`src/rtl/dma_chan_reg_loader.sv`:
```
`default_nettype none
// ============================================================================
// Module   : dma_chan_reg_loader
// Purpose  : Builds per-channel DMA address/word-count registers from a narrow
//            CPU bus, steps them on transfer pulses and flags terminal count.
// Revision : 1.0 - initial release
// ============================================================================
module dma_chan_reg_loader #(
    parameter int NUM_CH    = 4,
    parameter int DATA_W    = 8,
    parameter int REG_W     = 16,
    parameter int MSB_FIRST = 1
) (
    input  logic                                                    clk,
    input  logic                                                    RESET,
    input  logic                                                    wr_en,
    input  logic                                                    reg_sel,
    input  logic [((NUM_CH > 1) ? $clog2(NUM_CH) : 1)-1:0]          ch_sel,
    input  logic [DATA_W-1:0]                                       data_bus,
    input  logic                                                    clr_ptr,
    input  logic [NUM_CH-1:0]                                       xfer,
    output logic [NUM_CH*REG_W-1:0]                                 address,
    output logic [NUM_CH*REG_W-1:0]                                 word_count,
    output logic [NUM_CH-1:0]                                       armed,
    output logic [NUM_CH-1:0]                                       tc,
    output logic                                                    load_done,
    output logic [((REG_W/DATA_W > 1) ? $clog2(REG_W/DATA_W) : 1)-1:0] ptr
);

    localparam int BYTES = REG_W / DATA_W;
    localparam int PTR_W = (BYTES > 1) ? $clog2(BYTES) : 1;
    localparam int CH_W  = (NUM_CH > 1) ? $clog2(NUM_CH) : 1;
    localparam logic [PTR_W-1:0] LAST_PTR = PTR_W'(BYTES - 1);

    logic [PTR_W-1:0]              ptr_q, ptr_d;
    logic [REG_W-1:0]              staging_q, staging_d;
    logic [NUM_CH-1:0][REG_W-1:0]  addr_q, addr_d;
    logic [NUM_CH-1:0][REG_W-1:0]  cnt_q, cnt_d;
    logic [NUM_CH-1:0]             addr_loaded_q, addr_loaded_d;
    logic [NUM_CH-1:0]             cnt_loaded_q, cnt_loaded_d;
    logic [NUM_CH-1:0]             armed_q, armed_d;
    logic [NUM_CH-1:0]             tc_q, tc_d;
    logic                          load_done_q, load_done_d;

    logic                          commit;
    logic [REG_W-1:0]              chunk_ext;
    logic [REG_W-1:0]              merged;

    always_comb begin
        ptr_d         = ptr_q;
        staging_d     = staging_q;
        addr_d        = addr_q;
        cnt_d         = cnt_q;
        addr_loaded_d = addr_loaded_q;
        cnt_loaded_d  = cnt_loaded_q;
        tc_d          = '0;
        load_done_d   = 1'b0;
        commit        = 1'b0;
        chunk_ext     = REG_W'(data_bus);

        // Staging is zero after every commit/clear, so unwritten bits stay zero.
        if (MSB_FIRST != 0) begin
            merged = (staging_q << DATA_W) | chunk_ext;
        end else begin
            merged = staging_q | (chunk_ext << (int'(ptr_q) * DATA_W));
        end

        if (clr_ptr) begin
            ptr_d     = '0;
            staging_d = '0;
        end else if (wr_en) begin
            if (ptr_q == LAST_PTR) begin
                commit      = 1'b1;
                load_done_d = 1'b1;
                ptr_d       = '0;
                staging_d   = '0;
            end else begin
                ptr_d     = ptr_q + PTR_W'(1);
                staging_d = merged;
            end
        end

        for (int c = 0; c < NUM_CH; c++) begin
            // A commit to this channel swallows any same-cycle transfer.
            if (commit && (ch_sel == CH_W'(c))) begin
                if (!reg_sel) begin
                    addr_d[c]        = merged;
                    addr_loaded_d[c] = 1'b1;
                end else begin
                    cnt_d[c]         = merged;
                    cnt_loaded_d[c]  = |merged;
                end
            end else if (xfer[c] && armed_q[c]) begin
                addr_d[c] = addr_q[c] + REG_W'(1);
                cnt_d[c]  = cnt_q[c] - REG_W'(1);
                if (cnt_q[c] == REG_W'(1)) begin
                    tc_d[c]         = 1'b1;
                    cnt_loaded_d[c] = 1'b0;
                end
            end
        end

        armed_d = addr_loaded_d & cnt_loaded_d;
    end

    always_ff @(posedge clk or posedge RESET) begin
        if (RESET) begin
            ptr_q         <= '0;
            staging_q     <= '0;
            addr_q        <= '0;
            cnt_q         <= '0;
            addr_loaded_q <= '0;
            cnt_loaded_q  <= '0;
            armed_q       <= '0;
            tc_q          <= '0;
            load_done_q   <= 1'b0;
        end else begin
            ptr_q         <= ptr_d;
            staging_q     <= staging_d;
            addr_q        <= addr_d;
            cnt_q         <= cnt_d;
            addr_loaded_q <= addr_loaded_d;
            cnt_loaded_q  <= cnt_loaded_d;
            armed_q       <= armed_d;
            tc_q          <= tc_d;
            load_done_q   <= load_done_d;
        end
    end

    assign address    = addr_q;
    assign word_count = cnt_q;
    assign armed      = armed_q;
    assign tc         = tc_q;
    assign load_done  = load_done_q;
    assign ptr        = ptr_q;

endmodule
`default_nettype wire

```
`config.mk`:
```
export PLATFORM = sky130hd
export DESIGN_NAME = dma_chan_reg_loader
export DESIGN_NICKNAME = d
export VERILOG_FILES = /design/src/rtl/dma_chan_reg_loader.sv
export SDC_FILE = /design/constraint.sdc
export NUM_CORES = 1
export LEC_CHECK = 0
export CAP_MARGIN = 20
export CORE_UTILIZATION = 55
export CTS_BUF_LIST = sky130_fd_sc_hd__clkbuf_4
export DETAILED_ROUTE_END_ITERATION = 10
export HOLD_SLACK_MARGIN = 0.15
export PLACE_DENSITY_LB_ADDON = 0.12
export REMOVE_ABC_BUFFERS = 1
export SYNTH_ARGS = -nofsm -noshare
export SYNTH_HDL_FRONTEND = slang
export SYNTH_SLANG_ARGS = --single-unit
```
`constraint.sdc`:
```
create_clock -name clk -period 6.3 [get_ports clk]
set_input_delay 1.26 -clock clk [delete_from_list [all_inputs] [get_ports clk]]
set_output_delay 1.26 -clock clk [all_outputs]
set_load 0.05 [all_outputs]
```
# Word-level counts from Yosys, hierarchy flattened
# Index checks and enable logic that the tools add are counted.
[word_totals]
register_bits = 154
in_bits = 19
out_inout_bits = 138
[op_classes]
add_sub_neg = 9
eq_ne = 15
mux = 63
bitwise = 2
reduce_logical = 23
[ops]
columns = ["cell", "n"]
rows = [
  ["16-bit two-way mux", 18],
  ["16-bit by 1-bit adder with 16-bit output (second input constant)", 4],
  ["16-bit by 1-bit == test with 1-bit output (second input constant)", 4],
  ["16-bit by 1-bit subtractor with 16-bit output (second input constant)", 4],
  ["1-bit two-way mux", 42],
  ["8-bit two-way mux", 3],
  ["2-bit != test (second input constant)", 8],
  ["16-bit by 8-bit OR with 16-bit output", 1],
  ["2-bit AND reduction", 8],
  ["16-bit OR reduction", 1],
  ["2-bit nonzero test", 5],
  ["1-bit logical AND", 8],
  ["4-bit AND", 1],
  ["2-bit == test (second input constant)", 2],
  ["2-bit by 1-bit == test with 1-bit output (second input constant)", 1],
  ["2-bit logical NOT", 1],
  ["1-bit adder (second input constant)", 1],
]

# Depth between registers and ports, before layout
# Gate-level depths: netlist of the first run.
[depth]
word_depth = 6
ltp_mapped = 9
mapped_depth_nobuf = 7

# Worst setup path before layout of the first run
# OpenSTA, ideal clock, no wires.
[synth_timing]
kind = "in2reg"
startpoint = "input port ch_sel[0] (netlist bit)"
endpoint = "register addr_q, in the netlist address[8]"
t_arrival_ns = 2.827
setup_slack_ns = 3.353
stages = 6
cell_sequence = "or3b_2 > clkbuf_1 > o21ai_2 > o21ai_0 > clkbuf_1 > o211a_1"
[synth_between]
elab_chain_len = 4
elab_cells_between_ends = 6
[synth_rtl]
columns = ["element", "line_no", "rtl"]
rows = [
  ["start: declaration", "18", "input logic [((NUM_CH > 1) ? $clog2(NUM_CH) : 1)-1:0] ch_sel,"],
  ["2-bit logical NOT (*)", "85", "if (commit && (ch_sel == CH_W'(c))) begin"],
  ["1-bit logical AND (*)", "85", ""],
  ["2-bit != test (no line) or 2-bit nonzero test (tied branches)", "n/a", ""],
  ["2-bit AND reduction (no line)", "n/a", ""],
  ["end signal: assignment", "120", "addr_q <= addr_d;"],
  ["end: declaration", "37", "logic [NUM_CH-1:0][REG_W-1:0] addr_q, addr_d;"],
]
# Mark *: on every way between the ends. The rest lies on a longest branch, timed or not.
# A chain may end at the register's enable or synchronous reset.

# Worst setup path in the final report of the first run
[layout_timing]
startpoint = "input port wr_en"
endpoint = "register cnt_q, in the netlist word_count[1]"
[layout_between]
elab_chain_len = 5
elab_cells_between_ends = 7
[layout_rtl]
columns = ["element", "line_no", "rtl"]
rows = [
  ["start: declaration", "16", "input logic wr_en,"],
  ["1-bit two-way mux (*)", "71", "end else if (wr_en) begin"],
  ["1-bit two-way mux (*)", "68", "if (clr_ptr) begin"],
  ["1-bit logical AND (*)", "85", ""],
  ["2-bit != test (no line) or 2-bit nonzero test (tied branches)", "n/a", ""],
  ["2-bit AND reduction (no line)", "n/a", ""],
  ["end signal: assignment", "121", "cnt_q <= cnt_d;"],
  ["end: declaration", "38", "logic [NUM_CH-1:0][REG_W-1:0] cnt_q, cnt_d;"],
]
# Marks and branches as above.

==> run summary, run 1 <==
Slew @ Worst Pin - 1012 ps
Final ANT Viol Nets - 0
Mapped Avg Cell Area - 8.441 um^2
Hold Crit Start - addr_loaded_q[1]
Clk sinks - 154
Initial antenna violation count - 1
First-pass GRT wire length - 44480 um
Gr usage total - 35.08%
Unrepaired setup endpoints after global routing - no
Number of filler cells placed in the layout - 1271
FF+latch count, synth - 154
CP required - 6790 ps
NumNets Final - 1193
PortBufs - 156
Hold-critical path endpoint - addr_loaded_q[1]
Initial core utilization - 57.00%
Die height - 128.2 um
Core area - 15370 um^2
Pwr Density - 391.2 nW/um^2
Critical path launch point type - primary input
CTS resizes - 0
CTS tree - done
Critical Path AT - 4580 ps
Final Skew - 12.88 ps
FF-to-FF Start - ptr
Reg2reg end - word_count[1]
Fin crit share - 64.93%
Final hold vios - 0
Hold Path Class - reg2reg
Die area - 16440 um^2
Post-synth top cells - 154 x dfrtp_1, 122 x nor2_1, 112 x nand2_1
DP Area - 10440 um^2
Number of flops mapped to enable cells by yosys - 0
Top-count cell post-synth - dfrtp_1
Via/cell ratio - 6.612
Hold buffers post-CTS - 0
Hpwl dp - 18550 um
DIE WIDTH - 128.2 um
Worst hold slack - 490.8 ps
Hold depth - 1
Synth Warn # - 0
First DRT Iteration DRCs - 1056
Status - completed
Yosys top cell area share - 43.98%
Setup TNS - 0 ps
Layout cells sized above 1 - 5.281%
Ports - 157
Clock buffer count from CTS - 17
Largest net degree at the start of global routing - 112
Max-cap check violation count - 0
Reg2Reg Setup Slack - 3300 ps
Final instance area - 10760 um^2
Placed insts - 1353
Synth area leader - dfrtp_1
Critical path capture point type - flip-flop
Leakage - 0.004346 uW
Post-layout util - 69.97%
CTS HTree Levels - 4
CTS max path bufs - 2
R2R depth - 5
CTS clk-pin slew, worst paths - 130 ps
Area of the multi-input gates - 4578 um^2
Via Count - 9171
Vias in the first global route - 8348
# Post-CTS Setup Buffers - 0
Max Clk Rate - 0.2445 GHz
Root buf cell - clkbuf_4
Rel. slew slack - 32.28%
Area Growth Syn to Fin - 22.75%
Gpl congestion - 0.8946
Worst skew pair latency - 570 ps
Worst VDD drop - 0.2592 mV
Cell count after synthesis - 1038
Synthesized area - 8762 um^2
CP Class - in2reg
Dominant cells by area after synthesis - dfrtp_1 44%, nor2_1 5.2%, nand2_1 4.8%
Detailed-route DRC error count - 0
Final instance count without filler cells - 1387
Netlist cell types - 66
Sequential area share after synthesis - 43.98%
Final wirelength - 28180 um
DR WL/cell - 20.32 um
Count of final max-slew check failures - 0
Critical Path Fanout Max - 31
Pre-antenna DRT Iters - 6
# rows - 45
Tmin final - 4091 ps
Synth Flop Type - dfrtp_1
Gr ovfl total - 0
FF/Latch Area - 3854 um^2
Endpoints failing setup - 0
Ys async rst share - 100.0%
==> registers in the layout, summed over array words and instances (netlist names) <==
name and flops:
armed 4, load_done 1, addr_loaded_q 4, word_count 64, ptr 1, cnt_loaded_q 4, staging_q 8, tc 4
address 64
==> kinds of logic after synthesis <==
group | synth area share (%)
xor gates and xnor gates | 0.2999
muxes | 0.2285
and+or+nand+nor | 26.50
adders and majority gates | 1.714
AOI/OAI and AO/OA | 23.50
buffers and inverters | 3.770
DFF | 43.98
==> worst max-delay path: stages <==
cell	delay, ps
clkdlybuf4s50_1	860
nor3b_2	540
nand2_1	720
nor2_1	710
nor2_1	230
a21boi_0	250
==> stage by stage <==
| stage | total power, uW | worst slack (ps) |
|---|---|---|
| global route | 4393 | 2030 |
| CTS | 4192 | 2359 |
| floorplan | 2845 | 890.2 |
| global placement | 3530 | 1874 |
| finish | 4207 | 2209 |
| detailed placement | 3564 | 1712 |
==> final cells by class <==
type / instances / area share (%)
well taps: 211 / 2.455
diodes: 2 / 0.04653
clock buffers: 18 / 1.256
clock inverters: 13 / 1.419
flip-flops and latches: 154 / 35.83
repair buffers: 168 / 15.54
multi-input cells: 797 / 42.57
inverters: 24 / 0.8841
==> worst max path at each step <==
stage	start	end	slack (ps)
after floorplan	RESET	addr_loaded_q[0]	890
after global placement	wr_en	word_count[1]	1870
after detailed placement	wr_en	word_count[1]	1710
after CTS	wr_en	word_count[1]	2360
after global routing	wr_en	word_count[1]	2030
final	wr_en	word_count[1]	2210
==> power breakdown <==
part	total (uW)	leakage [uW]	internal, uW	switching [uW]
clock network	635	0.000151	274	361
logic	1960	0.00226	672	1290
registers	1610	0.00193	1220	382
==> metal layers <==
layer | GRT usage (%) | vias to the layer above | share of wire, %
met5 | 0 | - | 0
met4 | 14.81 | 0 | 3.6
met3 | 7.220 | 92 | 10
met2 | 54.44 | 564 | 46
met1 | 47.81 | 4366 | 40
li1 | - | 4149 | -
==> cell usage in the layout, fill, tap and decap left out, types with 14 or more instances in the layout <==
cell type | Yosys | layout
nand4_1 | 14 | 14
nor3_1 | 44 | 44
nand2_1 | 112 | 112
nand3_1 | 59 | 59
dfrtp_1 | 154 | 154
nor4_1 | 28 | 28
nand2b_1 | 16 | 16
inv_1 | 24 | 23
o211ai_1 | 21 | 21
a211oi_1 | 20 | 20
nor2_1 | 122 | 122
o21ai_0 | 62 | 62
and3_1 | 17 | 17
o22ai_1 | 16 | 16
clkdlybuf4s50_1 | 0 | 156
clkbuf_4 | 0 | 18
a21oi_1 | 78 | 78
Power figures use the tool's default switching activity.
==> run 2, diff against run 1 <==
==> constraint.sdc (replaced) <==
create_clock -name clk -period 3.8 [get_ports clk]
set_input_delay 0.76 -clock clk [delete_from_list [all_inputs] [get_ports clk]]
set_output_delay 0.76 -clock clk [all_outputs]
set_load 0.05 [all_outputs]
==> run summary, run 2 (same netlist as run 1, synthesis figures left out) <==
Root buf cell - clkbuf_4
Area Growth Syn to Fin - 24.83%
Worst skew pair latency - 580 ps (about the same)
Slew @ Worst Pin - 714.3 ps (-297.6 ps)
Via/cell ratio - 6.597 (-0.22%)
Core area - 15370 um^2 (unchanged)
Placed insts - 1378 (+1.8%)
FF-to-FF Start - ptr
Number of filler cells placed in the layout - 1216 (-4.3%)
Worst VDD drop - 0.4690 mV (+81%)
Critical Path Fanout Max - 13 (-58%)
Leakage - 0.004469 uW (+2.8%)
Sw Share - 47.86% (-0.54 points)
P_int - 3658 uW (+69%)
CTS HTree Levels - 4 (unchanged)
DR WL/cell - 20.05 um (-1.3%)
CTS tree - done
Hpwl dp - 19140 um (+3.2%)
Die height - 128.2 um (unchanged)
Clk sinks - 154 (unchanged)
Critical Path AT - 3410 ps (-1170 ps)
NumNets Final - 1217 (+2.0%)
Final ANT Viol Nets - 0 (unchanged)
Critical path capture point type - flip-flop
Initial antenna violation count - 1 (unchanged)
Detailed-route DRC error count - 0 (unchanged)
# rows - 45 (unchanged)
Critical path launch point type - primary input
# Post-CTS Setup Buffers - 0 (unchanged)
Gr ovfl total - 0 (unchanged)
First DRT Iteration DRCs - 1176 (+11%)
Most frequent cells in the layout - 156 x clkdlybuf4s50_1, 154 x dfrtp_1, 122 x nor2_1
CTS resizes - 0 (unchanged)
Pre-antenna DRT Iters - 6 (unchanged)
Setup TNS - 0 ps (unchanged)
Pwr Density - 641.4 nW/um^2 (+64%)
Final Skew - 21.07 ps (+8.192 ps)
First-pass GRT wire length - 44460 um (about the same)
PortBufs - 156 (unchanged)
DIE WIDTH - 128.2 um (unchanged)
Hold Path Class - reg2reg
Fin crit share - 76.43%
Via Count - 9309 (+1.5%)
Ports - 157 (unchanged)
Hold Crit Start - addr_loaded_q[3]
Setup crit start - wr_en
Endpoints failing setup - 0 (unchanged)
CTS max path bufs - 2 (unchanged)
Final wirelength - 28290 um (+0.37%)
CTS clk-pin slew, worst paths - 120 ps (about the same)
Count of final max-slew check failures - 0 (unchanged)
Sequential share of power - 37.9% (-0.3 points)
Tmin final - 2905 ps
Layout cells sized above 1 - 7.506% (+2.2 points)
Combinational share of power - 46.5% (-0.2 points)
Largest net degree at the start of global routing - 67 (-40%)
Status - completed
Unrepaired setup endpoints after global routing - no
Initial core utilization - 57.00% (unchanged)
Die area - 16440 um^2 (unchanged)
Final hold vios - 0 (unchanged)
Switching pwr - 3358 uW (+65%)
Most common cell after layout, fill and taps aside - clkdlybuf4s50_1
Vias in the first global route - 8262 (-1.0%)
Hold buffers post-CTS - 0 (unchanged)
CP required - 4300 ps (-2490 ps)
Final instance count without filler cells - 1411 (+1.7%)
Max Clk Rate - 0.3443 GHz
Max-cap check violation count - 0 (unchanged)
CP Class - in2reg
Gpl congestion - 0.9235 (+3.2%)
Gr usage total - 35.23% (+0.15 points)
Clock share of power - 15.6% (+0.5 points)
Rel. slew slack - 52.06% (+20 points)
Clock buffer count from CTS - 17 (unchanged)
==> run 2: cell types whose count changed in the layout (fill, tap and decap cells not counted), sizes merged <==
| cell | before | now |
|---|---|---|
| buf | 12 | 36 |
| clkbuf | 18 | 24 |
| clkinv | 7 | 3 |
| diode | 2 | 1 |
| inv | 25 | 24 |
==> run 2: worst max-delay path, stage by stage <==
cell and delay (ps):
clkdlybuf4s50_1 680, nor3b_2 570, nand2_1 400, nor2_1 560, nor2_1 230, o21ai_0 200
==> run 2: cell type report <==
type	instances	area [um^2]	area share, %
Clock buffer	24	180.2	1.647
Sequential cell	154	3854	35.23
Tap cell	211	264.0	2.414
Multi-Input combinational cell	797	4578	41.86
Clock inverter	8	120.1	1.098
Antenna cell	1	2.502	0.02288
Inverter	24	95.09	0.8694
Timing Repair Buffer	192	1844	16.86
==> run 2: worst paths after layout <==
kind / slack [ps] / endpoint / depth (start not counted)
setup reg to reg: 1220 / word_count[8] / 5
hold reg to reg: 520 / addr_loaded_q[3] / 1
max in group asynchronous: 2380 / word_count[50] / 3
hold / removal: 520 / addr_loaded_q[3] / 1
min in group asynchronous: 590 / word_count[34] / 2
setup / recovery: 900 / word_count[8] / 6
==> run 2: layer usage <==
metal  vias up  wire (um)  global-route usage [%]
li1       4207          -                       -
met4         0        860                   14.60
met1      4448      11850                   50.11
met2       573      12770                   53.00
met5         -          0                       0
met3        81       2808                   6.427
==> run 2: metrics by stage <==
| stage | hold WS [ps] | total power, uW | setup slack, ps | area, um^2 | util [%] |
|---|---|---|---|---|---|
| 6_report | 515.2 | 7016 | 895.5 | 10940 | 71.16 |
| 4_1_cts | 513.0 | 6992 | 957.3 | 10940 | 71.14 |
| 2_1_floorplan | 435.5 | 4717 | -1110 | 8522 | - |
| 5_1_grt | 521.4 | 7337 | 625.3 | 10940 | 71.16 |
| 3_5_place_dp | 479.1 | 5914 | 399.3 | 10640 | 69.19 |
| 3_3_place_gp | 461.9 | 5865 | 500.7 | 10640 | 69.19 |
==> run 2: power by group through the flow <==
stage,Combinational [uW],Sequential (uW),Clock (uW)
global placement,3210,2660,0
detailed placement,3250,2660,0
CTS,3260,2630,1100
global route,3460,2720,1160
finish,3260,2660,1090
floorplan,910,3810,0
==> run 3, diff against run 2 <==
==> constraint.sdc (replaced) <==
create_clock -name clk -period 2.78 [get_ports clk]
set_input_delay 0.556 -clock clk [delete_from_list [all_inputs] [get_ports clk]]
set_output_delay 0.556 -clock clk [all_outputs]
set_load 0.05 [all_outputs]
==> run summary, run 3 (same netlist as run 1, synthesis figures left out) <==
Fin crit share - 96.43%
Initial antenna violation count - 1 (unchanged)
CTS max path bufs - 2 (unchanged)
CP Class - reg2out
Hold buffers post-CTS - 0 (unchanged)
Max Clk Rate - 0.3730 GHz
Met3 Usage GRT - 8.639% (+2.2 points)
DR WL/cell - 20.10 um (+0.25%)
Reg2reg end - word_count[15]
Pre-antenna DRT Iters - 5 (-1)
Largest net degree at the start of global routing - 62 (-7.5%)
Slowest cell on the critical path - clkdlybuf4s50_1
CP required - 2220 ps (-2080 ps)
CTS HTree Levels - 4 (unchanged)
PortBufs - 156 (unchanged)
# Post-CTS Setup Buffers - 0 (unchanged)
Root buf cell - clkbuf_4
Crit path to - ptr
Vias in the first global route - 8706 (+5.4%)
Status - completed
Hpwl dp - 19940 um (+4.2%)
Via Count - 9398 (+0.96%)
# rows - 45 (unchanged)
Final Skew - 14.95 ps (-6.112 ps)
Critical path launch point type - flip-flop
Clk sinks - 154 (unchanged)
Final wirelength - 29020 um (+2.6%)
Gr usage total - 36.74% (+1.5 points)
Layout cells sized above 1 - 9.903% (+2.4 points)
Critical Path Fanout Max - 15 (+2)
Final hold vios - 0 (unchanged)
Gr ovfl total - 0 (unchanged)
Max-cap check violation count - 0 (unchanged)
CP cell instances - clkdlybuf4s50_1
FF-to-FF Start - word_count[9]
First-pass GRT wire length - 46490 um (+4.6%)
Setup crit start - ptr
Die area - 16440 um^2 (unchanged)
CP top delay family - buffers and inverters
Unrepaired setup endpoints after global routing - no
CP bufs+invs - 1 (unchanged)
Hold Path Class - in2async
Worst skew pair latency - 590 ps (about the same)
Initial core utilization - 57.00% (unchanged)
Setup TNS - 0 ps (unchanged)
Critical Path AT - 2120 ps (-1290 ps)
Ports - 157 (unchanged)
First DRT Iteration DRCs - 1114 (-5.3%)
Die height - 128.2 um (unchanged)
Leakage - 0.004623 uW (+3.4%)
Area of the multi-input gates - 4578 um^2 (unchanged)
Core area - 15370 um^2 (unchanged)
FF/Latch Area - 3854 um^2 (unchanged)
Most Used Layer, Global Route - met2
Met1 Use GR - 50.20% (+0.095 points)
CP Depth - 1 (-5)
CTS clk-pin slew, worst paths - 140 ps (+20 ps)
Gpl congestion - 0.9401 (+1.8%)
Via/cell ratio - 6.508 (-1.4%)
Most common cell after layout, fill and taps aside - clkdlybuf4s50_1
Reg2Reg Setup Slack - 430 ps (-790 ps)
Pwr Density - 855.1 nW/um^2 (+33%)
R2R depth - 5 (unchanged)
Number of filler cells placed in the layout - 1264 (+3.9%)
Clock buffer count from CTS - 17 (unchanged)
Tmin final - 2681 ps
Most frequent cells in the layout - 156 x clkdlybuf4s50_1, 154 x dfrtp_1, 122 x nor2_1
Detailed-route DRC error count - 0 (unchanged)
CTS resizes - 0 (unchanged)
Rel. slew slack - 47.54% (-4.5 points)
CTS tree - done
Critical path capture point type - primary output
Post-layout util - 72.90% (+1.7 points)
Count of final max-slew check failures - 0 (unchanged)
Slew @ Worst Pin - 784.0 ps (+69.65 ps)
DIE WIDTH - 128.2 um (unchanged)
Met2 Resource Use GR - 54.59% (+1.6 points)
Area Growth Syn to Fin - 27.89%
Worst VDD drop - 0.5912 mV (+26%)
Crit-path max cell delay - 910 ps (+230 ps)
Final ANT Viol Nets - 0 (unchanged)
Endpoints failing setup - 0 (unchanged)
Worst hold slack - 386.3 ps (-128.9 ps)
NumNets Final - 1250 (+2.7%)
run 3: cell count changes in the layout (fill, tap and decap cells not counted), sizes merged:
| cell | before | now |
|---|---|---|
| clkinv | 3 | 5 |
| inv | 24 | 27 |
| bufinv | 3 | 2 |
| buf | 36 | 69 |
| clkinvlp | 2 | 4 |
| clkbuf | 24 | 18 |
run 3: routing by layer:
layer,vias up,part of all wire (%)
met5,-,0
met2,561,45
met1,4484,40
met3,89,11
li1,4264,-
met4,0,3.7
run 3: how the worst min path moves through the flow:
stage | startpoint | endpoint | slack (ps) | depth (start not counted)
after detailed placement | addr_loaded_q[1] | addr_loaded_q[1] | 450 | 1
after floorplan | addr_loaded_q[1] | addr_loaded_q[1] | 440 | 1
after global routing | RESET | address[19] | 420 | 2
final | RESET | word_count[35] | 390 | 2
after CTS | RESET | address[19] | 400 | 2
after global placement | addr_loaded_q[1] | addr_loaded_q[1] | 460 | 1
run 3: area by class of cell:
cell class                      count  area share [%]
Multi-Input combinational cell    797           40.86
Sequential cell                   154           34.39
Timing Repair Buffer              225           19.00
Tap cell                          211           2.356
Clock inverter                     14           1.318
Clock buffer                       18           1.206
Inverter                           24          0.8486
Antenna cell                        1         0.02233
run 3: report_power, final:
group	switching, uW	total [uW]	internal [uW]
Combinational	2980	4550	1570
Sequential	827	3600	2780
Clock	882	1430	546
run 3: worst reg2reg max path: cells and delay by family (launching register included):
kind             cells  cell delay [ps]
flip-flops           1              480
AND/OR/NAND/NOR      3             1430
AO/OA/AOI/OAI        2              350
run 3: metrics by stage:
step / instances / cell area (um^2) / total power (uW) / setup WS [ps]
after detailed placement: 1411 / 10920 / 8132 / 100.7
after global placement: 1411 / 10920 / 8061 / 137.5
after floorplan: 975 / 8522 / 6448 / -1926
after CTS: 1443 / 11200 / 9557 / 95.89
after global routing: 1444 / 11210 / 10030 / 41.12
final: 1444 / 11210 / 9582 / 99.12
